### src/rtl/fifo_1w1r.sv
// Single-clock valid/ready FIFO in front of a 1W1R storage array.
// The read address is registered from the next read pointer, so out_data shows the head entry with no extra latency.
module fifo_1w1r #(
    parameter int DEPTH_W = 4,
    parameter int WIDTH   = 32
) (
    input  logic               clk,
    input  logic               rst,
    input  logic               flush,
    input  logic               in_valid,
    output logic               in_ready,
    input  logic [WIDTH-1:0]   in_data,
    output logic               out_valid,
    input  logic               out_ready,
    output logic [WIDTH-1:0]   out_data,
    output logic [DEPTH_W:0]   count,
    output logic               overflow,
    output logic               underflow
);

    localparam int DEPTH = 1 << DEPTH_W;
    localparam logic [DEPTH_W:0]   FULL_COUNT = (DEPTH_W+1)'(DEPTH);
    localparam logic [DEPTH_W:0]   COUNT_ONE  = 1;
    localparam logic [DEPTH_W-1:0] PTR_ONE    = 1;

    logic [WIDTH-1:0]   storage [DEPTH];
    logic [DEPTH_W-1:0] wptr;
    logic [DEPTH_W-1:0] rptr;
    logic [DEPTH_W-1:0] rptr_next;
    logic [DEPTH_W-1:0] raddr;
    logic               push;
    logic               pop;

    assign in_ready  = (count != FULL_COUNT) && !rst && !flush;
    assign out_valid = (count != '0) && !rst && !flush;
    assign push      = in_valid && in_ready;
    assign pop       = out_valid && out_ready;

    // Clearing events force the read address back to slot 0 alongside the pointers.
    always_comb begin
        rptr_next = rptr;
        if (rst || flush) begin
            rptr_next = '0;
        end else if (pop) begin
            rptr_next = rptr + PTR_ONE;
        end
    end

    always_ff @(posedge clk) begin
        if (push) begin
            storage[wptr] <= in_data;
        end
    end

    assign out_data = storage[raddr];

    always_ff @(posedge clk) begin
        raddr <= rptr_next;
        if (rst) begin
            wptr      <= '0;
            rptr      <= '0;
            count     <= '0;
            overflow  <= 1'b0;
            underflow <= 1'b0;
        end else begin
            // Sticky error flags survive flush; only reset clears them.
            if (in_valid && (count == FULL_COUNT)) begin
                overflow <= 1'b1;
            end
            if (out_ready && (count == '0) && !flush) begin
                underflow <= 1'b1;
            end
            if (flush) begin
                wptr  <= '0;
                rptr  <= '0;
                count <= '0;
            end else begin
                if (push) begin
                    wptr <= wptr + PTR_ONE;
                end
                rptr <= rptr_next;
                if (push && !pop) begin
                    count <= count + COUNT_ONE;
                end else if (pop && !push) begin
                    count <= count - COUNT_ONE;
                end
            end
        end
    end

endmodule

### config.mk
export PLATFORM = sky130hd
export DESIGN_NAME = fifo_1w1r
export DESIGN_NICKNAME = d
export VERILOG_FILES = /design/src/rtl/fifo_1w1r.sv
export SDC_FILE = /design/constraint.sdc
export NUM_CORES = 1
export LEC_CHECK = 0
export BUFFER_PORTS_ARGS = -buffer_cell sky130_fd_sc_hd__buf_2
export CORE_ASPECT_RATIO = 0.9
export CORE_UTILIZATION = 60
export DETAILED_ROUTE_END_ITERATION = 7
export PLACE_DENSITY = 0.78
export SYNTH_ARGS = -nofsm -noshare
export SYNTH_HDL_FRONTEND = slang
export SYNTH_SLANG_ARGS = --single-unit
export TNS_END_PERCENT = 10
### constraint.sdc
create_clock -name clk -period 4.56 [get_ports clk]
set_input_delay 1.14 -clock clk [delete_from_list [all_inputs] [get_ports clk]]
set_output_delay 1.14 -clock clk [all_outputs]
set_load 0.1 [all_outputs]
==> summary.md <==
| Metric | Value |
|---|---|
| Status | finished clean |
| VDD IR max | 0.000422 V |
| Worst Hold End | overflow |
| Routed Antenna Nets | 0 |
| DP HPWL | 22.7 mm |
| R2R depth | 10 |
| GR Util All Layers | 25.8% |
| Die Y | 176 um |
| Relative slew slack | 29.1% |
| Port bufs | 77 |
| Min cycle time layout | 4080 ps |
| Core Footprint | 32900 sq um |
| Hold Path Class | reg -> reg |
| Xor and xnor area share after synthesis | 0.261% |
| Cell taking the most area after synthesis | edfxtp_1 |
| DRT Pass-1 Iters | 5 |
| Starting Density | 61.1% |
| Syn Nets | 954 |
| Vias/cell | 6.58 |
| # setup viols final | 0 |
| WHS | 476 ps |
| Worst Tran Pin Value | 1060 ps |
| Fmax | 245 MHz |
| R2r setup slk | 1590 ps |
| Synth Register Bits | 531 |
| Top-area cell type share of the netlist area | 76.4% |
| Largest net degree at the start of global routing | 46 |
| Endpoint required time on the critical path | 3420 ps |
| Site Rows | 63 |
| Leak | 0.00721 uW |
| Post-synthesis simple-gate area fraction | 2.02% |
| Vias after detailed routing | 9767 |
| R2r startpoint | count[0] |
| Worst skew pair latency | 570 ps |
| Synth area leaders | edfxtp_1 76%, mux4_2 14%, a22oi_1 2.4% |
| Hold_sp | overflow |
| Gr ovfl total | 0 |
| Maxcap violations | 0 |
| Synthesized cell area | 20100 sq um |
| CTS H-tree lvls | 2 |
| WS Path Type | reg -> out |
| Drt total wl | 42.9 mm |
| PostCTS Resize Cnt | 0 |
| Global-route wire length before repair | 63.8 mm |
| Post-CTS setup buffers | 0 |
| Syn Inst Count | 907 |
| Drt wl/cell | 28.9 um |
| Compound-Gate Fraction of Synth Area | 3.05% |
| Sequential share of the synthesized area | 78.3% |
| Yosys cell types | 38 |
| Nets | 1067 |
| Final setup TNS | 0 ps |
| Vias in the first global route | 10.2k |
| Crit end category | output pin |
| CTS Buf Count | 49 |
| CTS root buf | clkbuf_16 |
| Initial antenna violation count | 3 |
| Final Cycle Share | 89.4% |
| Final core occ | 69.5% |
| PwrDens | 422 nW/um^2 |
| Main combinational cell family by area after synthesis | multiplexers |
| Drt drc | 0 |
| GP Congestion | 0.766 |
| Die Wd | 195 um |
| RSZ-0062 raised after global routing | false |
| Worst reg2reg endpoint | count[3] |
| Mean Syn Cell Area | 22.2 sq um |
| CP Max Fanout | 45 |
| Worst Path Arrival | 2940 ps |
| Top-level port count | 78 |
| CTS Buffer Depth | 3 |
| Die ar. | 34300 sq um |
| DP Cell Count | 1391 |
| CTS tree | done |
| Clk sinks | 531 |
| Clock skew | 22.5 ps |
| Layout area overhead | 13.7% |
| Ys async rst share | 0% |
| Ys Warns | 0 |
| CP Launch Type | flop |
| Finished Layout Cells | 1484 |
| Final Max Tran Viols | 0 |
| Mux contribution to synthesized area | 14.5% |
| Final Hold Violating Endpoints | 0 |
| EDFF count, synth | 512 |
| Adder-cell share of the synthesized area | 0.659% |
| Most used DFF post-synth | edfxtp_1 |
| Hold Path Cell Cnt | 2 |
| Hold_buf cts | 0 |
| DRT iter0 DRCs | 1072 |
| Share of cells above drive strength 1 | 31.7% |
| Reg clk slew, reported paths | 60 ps |
-- stage by stage --
stage               setup slack, ps  power (uW)  area (sq um)
floorplan                       301        5710         20100
CTS                             395        9690         22900
global route                    288        9890         22900
detailed placement             1000        5840         21300
finish                          482        9650         22900
global placement               1040        5830         21300
-- logic make-up (layout without fill, tap and decap cells) --
family | count (synthesis) | after routing
xor+xnor | 6 | 6
buf+inv | 52 | 206
compound gates | 82 | 82
fa+ha+maj | 10 | 10
flops | 531 | 531
mux | 131 | 131
other cells | 0 | 1
simple gates | 95 | 95
-- sequential cells by signal, indices dropped and copies added, names as in the netlist, named ones only --
signal     cells
wptr           4
count          5
rptr           4
overflow       1
underflow      1
storage      512
-- area by class of cell --
class                   count  area (sq um)
flip-flops and latches    531         15800
diodes                      1          2.50
fillers                  1941         10100
repair buffers            109           776
clock inverters            32           235
clock buffers              60          1300
inverters                   5          18.8
well taps                 422           528
multi-input cells         324          4260
-- layout by cell type, fill, tap and decap left out, types with 3 or more instances in the layout --
| cell | n |
|---|---|
| buf_2 | 77 |
| clkinv_2 | 8 |
| nor2_4 | 17 |
| clkinvlp_4 | 5 |
| xor2_1 | 4 |
| buf_4 | 20 |
| dfxtp_1 | 17 |
| or2_2 | 3 |
| a22oi_1 | 64 |
| clkbuf_16 | 50 |
| mux4_2 | 128 |
| nand3_1 | 4 |
| clkinv_1 | 14 |
| mux2i_1 | 3 |
| ha_1 | 9 |
| nor2_1 | 21 |
| clkbuf_1 | 9 |
| nand2_1 | 39 |
| edfxtp_1 | 512 |
| inv_1 | 5 |
| a21oi_1 | 5 |
| buf_12 | 12 |
-- routing by layer --
| metal | wire length, um | vias up | track usage, % |
|---|---|---|---|
| met5 | 30 | - | 0 |
| met4 | 896 | 4 | 6.79 |
| met3 | 3210 | 84 | 4.70 |
| met2 | 22000 | 486 | 43.4 |
| met1 | 16800 | 5131 | 35.5 |
| li1 | - | 4062 | - |
-- worst max-delay path: stages, from the launching register on --
cell	delay, ps
dfxtp_4	680
buf_12	390
mux4_2	550
a22oi_1	230
nand2_1	150
buf_2	320
-- synth_stat cells, drive strengths merged, types with 2 or more instances --
master and n:
a21oi 5, a22oi 64, a31o 2, a31oi 2, and2 2, buf 26
clkbuf 21, dfxtp 19, edfxtp 512, ha 9, inv 5, mux2i 3
mux4 128, nand2 39, nand3 4, nor2 38, nor2b 2, nor4 2
o211ai 3, or2 3, or4 2, xnor2 2, xor2 4
-- worst max path at each step --
stage          from           end
2_1_floorplan   rst     out_valid
3_3_place_gp   flop  out_data[16]
3_5_place_dp   flop  out_data[16]
4_1_cts        flop  out_data[16]
5_1_grt        flop  out_data[20]
6_report       flop  out_data[11]
-- power breakdown --
part           internal [uW]  switching [uW]
logic                   96.3             267
registers               5360            12.8
clock network           2150            1760
total                   7610            2040
Note: power is estimated with default switching activity, not from simulation.
